`src/rtl/axis_mem_sink.sv`:
```
// axis_mem_sink
//   Captures one AXI-Stream packet into a small on-chip memory and holds it
//   until software releases it with a single-cycle clear. The stored packet
//   can be read back at any time through a registered read port.
//
// Parameters
//   DEPTH   number of storage entries (power of two, >= 2)
//   DATA_W  stream data width in bits
//
// Ports
//   clk       rising-edge clock
//   resetn    asynchronous, active-low reset
//   s_tvalid  upstream beat valid
//   s_tdata   upstream beat data
//   s_tlast   marks final beat of a packet
//   s_tready  sink ready (registered); low while a packet is held
//   clear     single-cycle release / abort request
//   rd_addr   readback address
//   rd_data   readback data, one-cycle latency (registered)
//   pkt_done  a complete packet is held in memory
//   pkt_len   number of beats stored, saturating at DEPTH
//   overflow  sticky: the packet had more than DEPTH beats
module axis_mem_sink #(
  parameter int DEPTH  = 8,
  parameter int DATA_W = 8,
  localparam int AW    = $clog2(DEPTH)
) (
  input  logic              clk,
  input  logic              resetn,
  input  logic              s_tvalid,
  input  logic [DATA_W-1:0] s_tdata,
  input  logic              s_tlast,
  output logic              s_tready,
  input  logic              clear,
  input  logic [AW-1:0]     rd_addr,
  output logic [DATA_W-1:0] rd_data,
  output logic              pkt_done,
  output logic [AW:0]       pkt_len,
  output logic              overflow
);

  localparam logic [AW:0]   LEN_FULL = (AW+1)'(DEPTH);
  localparam logic [AW:0]   LEN_ONE  = (AW+1)'(1);
  localparam logic [AW-1:0] PTR_ONE  = AW'(1);

  typedef enum logic [1:0] {
    IDLE = 2'd0,
    RECV = 2'd1,
    DONE = 2'd2
  } state_t;

  state_t state;
  state_t next_state;

  logic [DATA_W-1:0] mem [DEPTH];
  logic [AW-1:0]     wr_ptr;

  logic beat;
  logic wr_en;
  logic ovf_set;
  logic clr_cnt;

  // s_tready is itself a register, so a beat is exactly a valid/ready overlap.
  assign beat = s_tvalid & s_tready;

  // State register.
  always_ff @(posedge clk or negedge resetn) begin
    if (!resetn) begin
      state <= IDLE;
    end else begin
      state <= next_state;
    end
  end

  // Next-state logic. clear wins over any concurrent beat in IDLE and RECV,
  // which is what makes a simultaneous beat get swallowed.
  always_comb begin
    next_state = state;
    case (state)
      IDLE: begin
        if (clear) begin
          next_state = IDLE;
        end else if (beat) begin
          next_state = s_tlast ? DONE : RECV;
        end
      end
      RECV: begin
        if (clear) begin
          next_state = IDLE;
        end else if (beat && s_tlast) begin
          next_state = DONE;
        end
      end
      DONE: begin
        if (clear) begin
          next_state = IDLE;
        end
      end
      default: next_state = IDLE;
    endcase
  end

  // Datapath controls decoded from the state. In IDLE wr_ptr is always zero,
  // so the first beat lands at address 0 without special casing. Once the
  // packet has filled memory further beats are accepted but only flag
  // overflow.
  always_comb begin
    wr_en   = 1'b0;
    ovf_set = 1'b0;
    clr_cnt = 1'b0;
    case (state)
      IDLE: begin
        wr_en = beat & ~clear;
      end
      RECV: begin
        clr_cnt = clear;
        if (beat && !clear) begin
          if (pkt_len < LEN_FULL) begin
            wr_en = 1'b1;
          end else begin
            ovf_set = 1'b1;
          end
        end
      end
      DONE: begin
        clr_cnt = clear;
      end
      default: ;
    endcase
  end

  // Registered outputs and counters. s_tready and pkt_done follow the state
  // being entered so they line up with the state register.
  always_ff @(posedge clk or negedge resetn) begin
    if (!resetn) begin
      s_tready <= 1'b0;
      pkt_done <= 1'b0;
      pkt_len  <= '0;
      overflow <= 1'b0;
      wr_ptr   <= '0;
    end else begin
      s_tready <= (next_state != DONE);
      pkt_done <= (next_state == DONE);
      if (clr_cnt) begin
        pkt_len  <= '0;
        overflow <= 1'b0;
        wr_ptr   <= '0;
      end else begin
        if (wr_en) begin
          pkt_len <= pkt_len + LEN_ONE;
          wr_ptr  <= wr_ptr + PTR_ONE;
        end
        if (ovf_set) begin
          overflow <= 1'b1;
        end
      end
    end
  end

  // Storage array, deliberately not reset so it can map onto RAM.
  always_ff @(posedge clk) begin
    if (wr_en) begin
      mem[wr_ptr] <= s_tdata;
    end
  end

  // Registered read port; a read of the address being written this cycle
  // returns the previous contents.
  always_ff @(posedge clk or negedge resetn) begin
    if (!resetn) begin
      rd_data <= '0;
    end else begin
      rd_data <= mem[rd_addr];
    end
  end

endmodule

```
`config.mk`:
```
export PLATFORM = sky130hd
export DESIGN_NAME = axis_mem_sink
export DESIGN_NICKNAME = d
export VERILOG_FILES = /design/src/rtl/axis_mem_sink.sv
export SDC_FILE = /design/constraint.sdc
export NUM_CORES = 1
export LEC_CHECK = 0
export ABC_AREA = 1
export CORE_AREA = 2 2 112 70
export DETAILED_ROUTE_END_ITERATION = 12
export DIE_AREA = 0 0 114 72
export PLACE_DENSITY = 0.81
export SLEW_MARGIN = 5
export SYNTH_ARGS = -nofsm -noshare
export SYNTH_HDL_FRONTEND = slang
export SYNTH_SLANG_ARGS = --single-unit
```
`constraint.sdc`:
```
create_clock -name clk -period 2 [get_ports clk]
set_input_delay 0.5 -clock clk [delete_from_list [all_inputs] [get_ports clk]]
set_output_delay 0.5 -clock clk [all_outputs]
set_load 0.02 [all_outputs]
```
### After elaboration in Yosys (flattened, before gate mapping)

Memories as Yosys holds them, arrays and structs flattened. A register that Yosys moved wholly into a read port is not among the register bits.
Index checks and enable logic that the tools add are counted.

* $add $sub $neg: 2
* multiply operators: 0
* divide/modulo/power cells: 0
* magnitude comparators: 1
* eq/ne operators: 4
* shifts and indexed selects: 0
* multiplexer cells: 22
* bitwise logic cells: 3
* reductions and logical operators: 8

Operators by type and width (number)
* $mux W2: 6
* $mux W1: 10
* $mux W4: 2
* $mux W3: 2
* $pmux W2 S3: 1
* $add A4 B1 Y4 const B: 1
* $eq A2 B2 Y1 const B: 2
* $lt A4 B4 Y1 const B: 1
* $reduce_bool A2 Y1: 2
* $add A3 B1 Y3 const B: 1
* $and A1 B1 Y1: 2
* $eq A2 B1 Y1 const B: 1
* $logic_and A1 B1 Y1: 2
* $logic_not A1 Y1: 2
* $logic_not A2 Y1: 1
* $ne A2 B2 Y1 const B: 1
* $pmux W1 S2: 1
* $reduce_or A2 Y1: 1
* $not A1 Y1: 1

* flip-flop bits (word level): 12
* latch bits: 0
* bits in writable memories: 64
* bits in read-only memories: 0
* bits of input ports: 16
* output and inout port bits: 15
* memories kept: 1

Memories
* mem: words 8, bits a word 8, read ports 1, clocked after Yosys merged registers in 1, wr ports 1, line 55 `logic [DATA_W-1:0] mem [DEPTH];`

### Longest topological paths before layout

Gate-level depths: netlist of the first run.

* depth after elaboration: 6
* mapped depth: 9

### Worst setup path before layout of the first run

OpenSTA, ideal clock, no wires.

* path kind: reg2reg
* start: reg state[1]
* end: mem mem[0][0], enable pin
* data arrival time: 1.493 ns
* data required time: 1.630 ns
* slack: 0.137 ns
* stages on the path, launching flop included: 9
* period minus slack after synthesis: 1.863 ns
* path through: dfrtp_1 inv_1 ha_1 inv_1 o21ai_1 nand2_2 inv_4 nand2_2 nor2_1

* cells in the longest elaborated chain, start to end: 4

RTL lines
* from (decl): line 52 `state_t state;`
* from (signal assigned): line 71 `state <= next_state;`
* $eq A2 B1 Y1 / $logic_not A2 Y1 (equally long branches): line 111 `case (state)`
* $pmux W1 S2 *: line 111
* $mux W1 *: line 162 `if (wr_en) begin`
* $mux W1 (not written as such) *: line 163 `mem[wr_ptr] <= s_tdata;`
* to (decl): line 55

Mark *: on every way between the ends. The rest lies on a longest branch, timed or not.

### Worst setup path in the final report of the first run

* start: reg pkt_len[0]
* end: out pkt_len[0]

RTL lines
* from (decl): line 38 `output logic [AW:0] pkt_len,`
* from (signal assigned): line 150 `pkt_len <= pkt_len + LEN_ONE;`

No word-level cell between the ends.

==> flow_summary_export.csv, run 1 <==
group,metric,value,unit
run_status,status,"finished, final reports clean",
synth,synth_top_area_cell,"edfxtp_1",
critical_path,cp_slowest_cell,"clkdlybuf4s50_1",
power,p_sw,1.12,mW
die,num_rows,24,
timing,clock.fmax,0.515,GHz
route,detailroute.via_count,2376,
power,power.total,4.49,mW
clock_network,cts.sinks,84,
die,ios,31,
cells_and_area,nets,393,
critical_path,critPathMaxFanout,6,
timing,setup-violations-final,0,
power,ir_drop,0.464,mV
route,drt-initial-drc-count,192,
critical_path,ff2ff_path_depth,9,
synth,synth_common_cells,"nand2_1 (117), edfxtp_1 (64), nor2_1 (34)",
critical_path,worstPathRequired,1.50,ns
critical_path,cp_cell_sequence,"clkdlybuf4s50_1",
timing,final-hold-violation-count,0,
clock_network,clockRootBuffer,"clkbuf_16",
critical_path,cpPeakStageDelay,0.65,ns
synth,async_reset_ff_share,23.8,%
global_route,antenna_found_initial,0,
timing,rsz0062_at_grt,"no",
global_route,grt_start_max_net_pins,33,
route,drc,0,
clock_network,path_clk_slew,0.06,ns
synth,synthCells,326,
global_route,grt_usage,18.1,%
placed_design,gp_congestion,0.937,
clock_network,clk_path_buf_depth,2,
route,first_pass_iters,6,
critical_path,arrival,1.44,ns
power,p_per_area,1050,mW/mm^2
synth,synth_top_area_share,54.8,%
cells_and_area,nFillCells,586,
critical_path,cp-end-kind,"output port",
cells_and_area,diodes,0,
clock_network,clkLatencyLatePin,0.34,ns
job,drv_cap,0,
synth,synth-seq-cells,84,
synth,synth.most_common_cell,"nand2_1",
synth,synth_edf_count,64,
die,die_w,114,um
synth,yosys_most_used_dff,"edfxtp_1",
worst_hold_path,hp-class,"in -> async",
global_route,grt.overflow.total,0,
global_route,grt_pass1_vias,2203,
timing,relSlewSlack,65.3,%
timing,maxSlewViolCount,0,
cells_and_area,drive_above_1_share,9.31,%
critical_path,critPathBufInv,1,
power,power.leakage,1.78,nW
die,core,0.00715,mm^2
placed_design,io_buffers,30,
route,ant_nets,0,
die,start_util,49.1,%
power,seq_power_share,47.3,%
synth,synth_cell_type_count,20,
die,die_area,0.00821,mm^2
timing,fin_skew,0.00571,ns
cells_and_area,multi_input_area,942,um^2
synth,syn_avg_cell_area,10.8,um^2
route,post_drt_wl_per_cell,15.0,um
cells_and_area,area_growth_syn_to_layout,21.8,%
placed_design,hpwl,4.87,mm
critical_path,crit_type,"reg -> out",
timing,fin_setup_tns,0,ns
power,combPwrFrac,14.0,%
power,pwr-share-clk,38.7,%
critical_path,cp.depth,1,
route,routed_via_density,5.09,
critical_path,crit_family,"buffers and inverters",
clock_network,tritoncts,"done",
global_route,met1_usage,26.5,%
timing,period_share,97.0,%
clock_network,postCtsSetupBuffers,0,
global_route,top_usage_layer,"met1",
power,p_int,3.37,mW
timing,fin_crit,1.94,ns
die,die_h,72,um
critical_path,start_kind,"register",
power,switching_share,24.9,%
synth,netlist_area,0.00351,mm^2
synth,synth_area_leaders,"edfxtp_1 (55%), dfrtp_1 (14%), nand2_1 (13%)",
synth,ys_seq_area_share,69.0,%
cells_and_area,layout.area.seq,0.00242,mm^2
route,wl,6.99,mm
timing,tightest_slew,0.520,ns
synth,synth_nets,348,
clock_network,cts_hold_buf,0,
synth,yosysWarnings,0,
clock_network,post_cts_resize_count,0,
global_route,met2_usage,25.1,%
clock_network,cts_made_buffers,9,
clock_network,htreeDepth,3,
global_route,met3_usage,6.68,%
global_route,grt_pass1_wl,10.8,mm
==> flip-flops by register name, indices dropped and copies added, names as in the netlist <==
register  cells
s_tready      1
mem          64
pkt_len       4
rd_data       8
pkt_done      1
wr_ptr        3
overflow      1
state         2
==> final timing paths <==
path,from,end,slack (ns)
max,pkt_len[0]$_DFFE_PN0P_,pkt_len[0],0.06
min,resetn,pkt_len[3]$_DFFE_PN0P_,0.51
max reg2reg,state[1]$_DFF_PN0_,mem[0][5]$_DFFE_PP_,0.22
min reg2reg,overflow$_DFFE_PN0P_,overflow$_DFFE_PN0P_,0.51
max in group asynchronous,resetn,wr_ptr[2]$_DFFE_PN0P_,1.28
min in group clk,overflow$_DFFE_PN0P_,overflow$_DFFE_PN0P_,0.51
==> cell type report <==
| cell class | instances | share of cell area, % |
|---|---|---|
| Multi-Input combinational cell | 214 | 22.0 |
| Timing Repair Buffer | 44 | 9.48 |
| Inverter | 18 | 1.70 |
| Tap cell | 91 | 2.66 |
| Clock buffer | 10 | 5.36 |
| Clock inverter | 6 | 2.08 |
| Sequential cell | 84 | 56.7 |
==> cells in the final DEF (no fill, tap or decap) <==
cell type        netlist  routed
a31oi_1                1       1
buf_4                  3      14
bufinv_16              0       2
clkbuf_1               0       1
clkbuf_16              0       9
clkdlybuf4s50_1        0      30
clkinv_1               0       1
clkinv_4               0       2
clkinvlp_4             0       1
dfrtp_1               20      20
edfxtp_1              64      64
ha_1                   6       6
inv_1                 15      15
inv_2                  1       1
inv_4                  2       2
nand2_1              117     117
nand2_2                3       3
nand3_1               13      13
nand4_1                1       1
nor2_1                34      34
nor2_2                 1       1
o21ai_0               18      18
o21ai_1               18      18
xor2_1                 2       2
==> power by group through the flow <==
stage          logic, mW  clock network, mW  registers, mW
2_1_floorplan      0.303                  0           2.20
3_3_place_gp       0.608                  0           2.15
3_5_place_dp       0.625                  0           2.15
4_1_cts            0.630               1.76           2.12
5_1_grt            0.696               1.82           2.14
6_report           0.628               1.73           2.12
==> cells by family (layout without fill, tap and decap cells) <==
logic type,Yosys count,in the layout,synth area share [%]
AND/OR/NAND/NOR,169,169,18.9
AO/OA/AOI/OAI,37,37,5.31
XOR/XNOR,2,2,0.499
adder cells (fa/ha/maj),6,6,2.14
flip-flops,84,84,69.0
buffers and inverters,28,78,4.14
==> per-layer routing <==
layer | vias to the layer above | part of all wire (%)
li1 | 1170 | -
met1 | 1106 | 48
met2 | 89 | 42
met3 | 11 | 8.3
met4 | 0 | 1.0
met5 | - | 0
==> metrics by stage <==
| stage | utilization [%] | std cells | setup WS (ns) | hold slack [ns] | cell area [um^2] |
|---|---|---|---|---|---|
| floorplan | - | 326 | 0.137 | 0.204 | 3510 |
| global placement | 55.4 | 451 | -0.0364 | 0.497 | 3960 |
| detailed placement | 55.4 | 451 | -0.0662 | 0.486 | 3960 |
| CTS | 59.8 | 467 | 0.0487 | 0.508 | 4270 |
| global route | 59.8 | 467 | 0.00107 | 0.522 | 4270 |
| finish | 59.8 | 467 | 0.0596 | 0.508 | 4270 |
(Power assumes the default switching activity.)
==> run 2, diff against run 1 <==
SLEW_MARGIN = 15   (was 5)
==> results of run 2 <==
Same layout as run 1: the final DEF is identical, and so are final timing and power.
==> run 3, diff against run 2 <==
clock period = 2.15 ns   (was 2 ns; I/O delays follow)
==> flow_summary_export.csv, run 3 (synthesis results as in run 1) <==
group,metric,value,unit
run_status,status,"finished, final reports clean",
cells_and_area,final_cell_mix,"nand2_1 (117), edfxtp_1 (64), nor2_1 (34), clkdlybuf4s50_1 (30), dfrtp_1 (20)",
cells_and_area,reg_top3,"mem x64, rd_data x8, pkt_len x4",
route,routed_via_density,5.12,
timing,fin_crit,1.95,ns
clock_network,clk_path_buf_depth,2,
critical_path,crit_type,"reg -> out",
timing,tightest_slew,0.515,ns
clock_network,tritoncts,"done",
power,switching_share,25.9,%
clock_network,post_cts_resize_count,0,
critical_path,crit_family,"buffers and inverters",
power,pwr-share-clk,34.3,%
cells_and_area,design_area,0.00422,mm^2
critical_path,cpPeakStageDelay,0.64,ns
timing,final-hold-violation-count,0,
clock_network,cts_made_buffers,9,
route,first_pass_iters,7,
timing,fin_setup_tns,0,ns
global_route,grt_usage,18.2,%
die,die_w,114,um
die,core,0.00715,mm^2
job,drv_cap,0,
route,ant_nets,0,
cells_and_area,top_register,"mem",
cells_and_area,final_common_cell,"nand2_1",
timing,setup-violations-final,0,
global_route,antenna_found_initial,0,
clock_network,clockRootBuffer,"clkbuf_16",
critical_path,arrival,1.42,ns
power,p_int,2.89,mW
placed_design,placed_area,0.00396,mm^2
clock_network,clkLatencyLatePin,0.34,ns
power,power.leakage,1.76,nW
timing,rsz0062_at_grt,"no",
cells_and_area,area_growth_syn_to_layout,20.1,%
route,wl,6.99,mm
global_route,grt_start_max_net_pins,33,
critical_path,cp_slowest_cell,"clkdlybuf4s50_1",
worst_hold_path,hp-class,"reg -> reg",
timing,maxSlewViolCount,0,
placed_design,gp_congestion,0.937,
route,post_drt_wl_per_cell,15.0,um
power,p_sw,1.01,mW
die,start_util,49.1,%
critical_path,critPathMaxFanout,6,
die,die_h,72,um
die,num_rows,24,
clock_network,htreeDepth,3,
timing,clock.fmax,0.512,GHz
route,drc,0,
worst_hold_path,hold_path_depth,2,
placed_design,hpwl,4.89,mm
critical_path,critPathBufInv,1,
timing,fin_skew,0.00876,ns
global_route,grt_pass1_wl,10.8,mm
global_route,grt.overflow.total,0,
cells_and_area,largest_reg_flops,64,
cells_and_area,diodes,0,
critical_path,cp.depth,1,
power,ir_drop,0.470,mV
cells_and_area,drive_above_1_share,9.31,%
critical_path,ff2ff_path_depth,9,
placed_design,io_buffers,30,
critical_path,cp_cell_sequence,"clkdlybuf4s50_1",
clock_network,postCtsSetupBuffers,0,
global_route,grt_pass1_vias,2232,
power,combPwrFrac,15.0,%
power,seq_power_share,50.7,%
clock_network,path_clk_slew,0.06,ns
route,detailroute.via_count,2390,
die,ios,31,
cells_and_area,nets,393,
clock_network,cts.sinks,84,
route,drt-initial-drc-count,279,
critical_path,worstPathRequired,1.61,ns
die,die_area,0.00821,mm^2
clock_network,cts_hold_buf,0,
critical_path,start_kind,"register",
timing,relSlewSlack,65.6,%
power,p_per_area,923,mW/mm^2
timing,period_share,90.9,%
critical_path,cp-end-kind,"output port",
[run 3: cell types whose count changed in the layout (fill, tap and decap cells not counted), sizes merged]
| cell | before | now |
|---|---|---|
| bufinv | 2 | 0 |
| clkinv | 3 | 5 |
[run 3: metrics by stage]
stage	power, mW	util (%)	hold slack (ns)	cells	setup WS [ns]
after CTS	3.91	59.0	0.510	467	0.188
after detailed placement	2.58	55.4	0.489	451	0.0334
final	3.89	59.0	0.505	467	0.196
after global placement	2.57	55.4	0.497	451	0.0765
after floorplan	2.33	-	0.242	326	0.287
after global routing	4.06	59.0	0.547	467	0.138
[run 3: cell type report]
cell class,instances,area (um^2)
multi-input cells,214,942
repair buffers,44,405
clock buffers,10,229
flip-flops and latches,84,2420
clock inverters,6,31.3
fillers,576,2930
well taps,91,114
inverters,18,72.6
[run 3: power groups by stage]
stage	Clock, mW	Sequential [mW]	Combinational (mW)
floorplan	0	2.04	0.282
global placement	0	2.00	0.565
detailed placement	0	2.00	0.579
CTS	1.36	1.97	0.582
global route	1.42	1.99	0.647
finish	1.34	1.97	0.583
[run 3: path summary, 6_finish.rpt]
path,start,end,slack (ns)
setup / recovery,pkt_len[3]$_DFFE_PN0P_,pkt_len[3],0.20
hold reg to reg,overflow$_DFFE_PN0P_,overflow$_DFFE_PN0P_,0.51
hold / removal,overflow$_DFFE_PN0P_,overflow$_DFFE_PN0P_,0.51
setup reg to reg,state[1]$_DFF_PN0_,mem[0][0]$_DFFE_PP_,0.36
max in group asynchronous,resetn,s_tready$_DFF_PN0_,1.38
min in group asynchronous,resetn,pkt_len[0]$_DFFE_PN0P_,0.56
[run 3: metal layers]
layer | track usage (%) | up-vias | share of wire [%]
met4 | 6.78 | 0 | 1.1
met3 | 7.85 | 8 | 11
met5 | 0 | - | 0
met1 | 26.0 | 1122 | 45
met2 | 24.8 | 91 | 43
li1 | - | 1169 | -
[run 3: worst reg2reg max path, stage by stage, from the launching register on]
cell	delay, ns
dfrtp_1	0.42
inv_1	0.12
ha_1	0.18
inv_1	0.09
o21ai_1	0.15
nand2_2	0.09
inv_4	0.07
nand2_2	0.09
nor2_1	0.12
buf_4	0.18
==> RTL edit: new RTL, config.mk and constraints of run 2 <==
Change the parameter `DATA_W` from 8 to 12.
--- a/src/rtl/axis_mem_sink.sv
+++ b/src/rtl/axis_mem_sink.sv
@@ -22,7 +22,7 @@
 //   overflow  sticky: the packet had more than DEPTH beats
 module axis_mem_sink #(
   parameter int DEPTH  = 8,
-  parameter int DATA_W = 8,
+  parameter int DATA_W = 12,
   localparam int AW    = $clog2(DEPTH)
 ) (
   input  logic              clk,
Interface: changed (resized rd_data and s_tdata); port bits go from 31 to 39. No check against the original RTL was run, so the function may have changed too.
==> RTL edit against run 2 <==
  * Area after synthesis rose by 41%
  * Via count rose by 49%
  * Non-clock buffer count rose by 20
  * Total power rose by 56%
  * Setup slack improved by 0.022 ns
  * Design area rose by 43%
  * Wire length rose by 65%
  * Sequential cell count rose by 36
  * Largest power group is now clock
  * Highest routed layer unchanged
==> RTL edit: results (changes against run 2) <==
- CTS clk-pin slew, worst paths: 0.05 ns
- Unique masters post-synth: 25 (was 20)
- Post-synth EDFFs: 96 (was 64)
- DP Cell Count: 575 (was 451)
- R2R Setup Slk: 0.11 ns (was 0.22 ns)
- N_diodes: 0 (unchanged)
- Worst-margin pin slew: 0.528 ns (was 0.520 ns)
- # setup viols final: 0 (unchanged)
- Reg2reg start: state[0] (was state[1])
- Synth Area in XOR/XNOR: 0.354% (was 0.499%)
- Mux cell area share after synthesis: 0% (unchanged)
- Nets: 529 (was 393)
- DRC Markers: 0 (unchanged)
- IO Port Bufs: 38 (was 30)
- Sequential share of the synthesized area: 70.4% (was 69.0%)
- Final wirelength: 11500 um (was 6990 um)
- DP HPWL: 6890 um (was 4870 um)
- Critical Path Sink: s_tready (was pkt_len[0])
- Crit-path max cell delay: 0.62 ns (was 0.65 ns)
- Largest net degree at the start of global routing: 49 (was 33)
- CTS Buffer Depth: 2 (unchanged)
- R2r endpoint: mem[6][11] (was mem[0][5])
- Path category of the worst min-delay check: in -> async (unchanged)
- H-tree depth: 4 (was 3)
- DR vias/cell: 5.83 (was 5.09)
- Routed length per instance: 19.0 um (was 15.0 um)
- Synth Net Count: 463 (was 348)
- Number of global-route vias before repair: 3676 (was 2203)
- Synth async-reset ratio: 20.0% (was 23.8%)
- Placed inst area: 5490 um^2 (was 3960 um^2)
- LEAKAGE: 2.58 nW (was 1.78 nW)
- Largest regs: mem: 96 flops, rd_data: 12 flops, pkt_len: 4 flops (was mem: 64 flops, rd_data: 8 flops, pkt_len: 4 flops)
- Adder-cell share of the synthesized area: 1.52% (was 2.14%)
- Critical path peak fanout: 4 (was 6)
- Worst VDD drop: 0.000856 V (was 0.000464 V)
- First-pass GRT wire length: 18400 um (was 10800 um)
- CTS Buf Count: 17 (was 9)
- Top cells by count, synth: nand2_1, edfxtp_1, nor2_1, o21ai_0 (was nand2_1, edfxtp_1, nor2_1, dfrtp_1)
- Layout Skew: 0.00607 ns (was 0.00571 ns)
- Initial DRC count: 475 (was 192)
- WP data arrival: 1.42 ns (was 1.44 ns)
- Critical Path Start: s_tready (was pkt_len[0])
- Filler cells: 346 (was 586)
- First-pass DRT Iterations: 5 (was 6)
- Worst path slowest cell: clkdlybuf4s50_1 (unchanged)
- Synth area leaders: edfxtp_1, nand2_1, dfrtp_1 (was edfxtp_1, dfrtp_1, nand2_1)
- Gate Count Post-Synth: 437 (was 326)
- Synth Area in Compound Gates: 5.46% (was 5.31%)
- Fraction of layout cells with a size suffix above 1: 13.2% (was 9.31%)
- Critical path's top delay family: buffers and inverters (unchanged)
- GP Congestion: 0.832 (was 0.937)
- Run status: finished, final reports clean (unchanged)
- Clock Root Buffer: clkbuf_16 (unchanged)
- All-Layer GR Usage: 31.5% (was 18.1%)
- Worst-skew pair later-pin latency: 0.42 ns (was 0.34 ns)
==> RTL edit: changes by cell type after synthesis, moves of 2 or more <==
cell / run 2 / this run
clkbuf_2: 0 / 2
o21ai_1: 18 / 24
nand2_1: 117 / 161
inv_4: 2 / 0
buf_12: 0 / 2
edfxtp_1: 64 / 96
buf_4: 3 / 1
buf_6: 2 / 5
dfrtp_1: 20 / 24
nor2_1: 34 / 41
o21ai_0: 18 / 27
==> RTL edit: kinds of logic after synthesis <==
group / count (synthesis)
and+or+nand+nor: 221
buffers and inverters: 35
AOI/OAI and AO/OA: 53
DFF: 120
adders and majority gates: 6
xor gates and xnor gates: 2
==> RTL edit: worst min-delay path by stage <==
| stage | startpoint | to | slack [ns] | cells after the start |
|---|---|---|---|---|
| final | resetn | pkt_len[3] | 0.46 | 2 |
| after detailed placement | overflow | overflow | 0.50 | 2 |
| after global routing | resetn | pkt_len[1] | 0.51 | 2 |
| after floorplan | resetn | overflow | 0.20 | 0 |
| after CTS | resetn | pkt_len[2] | 0.46 | 2 |
| after global placement | overflow | overflow | 0.47 | 2 |
==> RTL edit: per-layer routing <==
layer,track usage (%),wire length (um),vias up
li1,-,-,1597
met1,39.6,4540,1671
met2,50.9,5600,225
met3,8.86,1010,46
met4,16.7,375,0
met5,0,0,-
==> RTL edit: worst reg2reg max path, cell delays in order (launching register included) <==
cell and delay (ns):
dfrtp_1 0.43, inv_1 0.12, ha_1 0.22, inv_1 0.10
o21ai_1 0.10, nand2_2 0.08, inv_2 0.08, nand2_2 0.12
nor2_1 0.15, buf_4 0.18
==> RTL edit: where the power goes <==
part           leakage [nW]  total (mW)  internal, mW  switching, mW
clock                 0.309        3.21          2.16           1.04
sequential             1.17        3.01          2.89          0.114
combinational          1.10       0.804         0.301          0.503
total                  2.58        7.02          5.36           1.66
==> RTL edit: what timing repair did <==
action / 4_1_cts / 5_1_grt
hold buffers: 0 / 0
resized for setup: 2 / 7
pin swaps: 0 / 0
setup endpoints to repair: 2 / 61
setup buffers: 0 / 0
endpoints found under the hold margin: 0 / 0
==> RTL edit: metrics by stage <==
stage | setup TNS [ns] | setup WS (ns) | util [%] | hold slack (ns)
finish | 0 | 0.0816 | 85.7 | 0.458
global route | 0 | 0.0178 | 85.7 | 0.507
CTS | 0 | 0.0145 | 85.5 | 0.462
detailed placement | -7.95 | -0.110 | 76.8 | 0.502
global placement | -5.66 | -0.0837 | 76.8 | 0.473
floorplan | -5.02 | -0.0561 | - | 0.204
==> RTL edit: layout make-up <==
type                    count  share of cell area [%]
repair buffers             64                    9.85
clock buffers              22                    7.74
flip-flops and latches    120                    56.9
well taps                  91                    1.86
clock inverters            10                    2.41
multi-input cells         282                    20.1
inverters                  18                    1.12
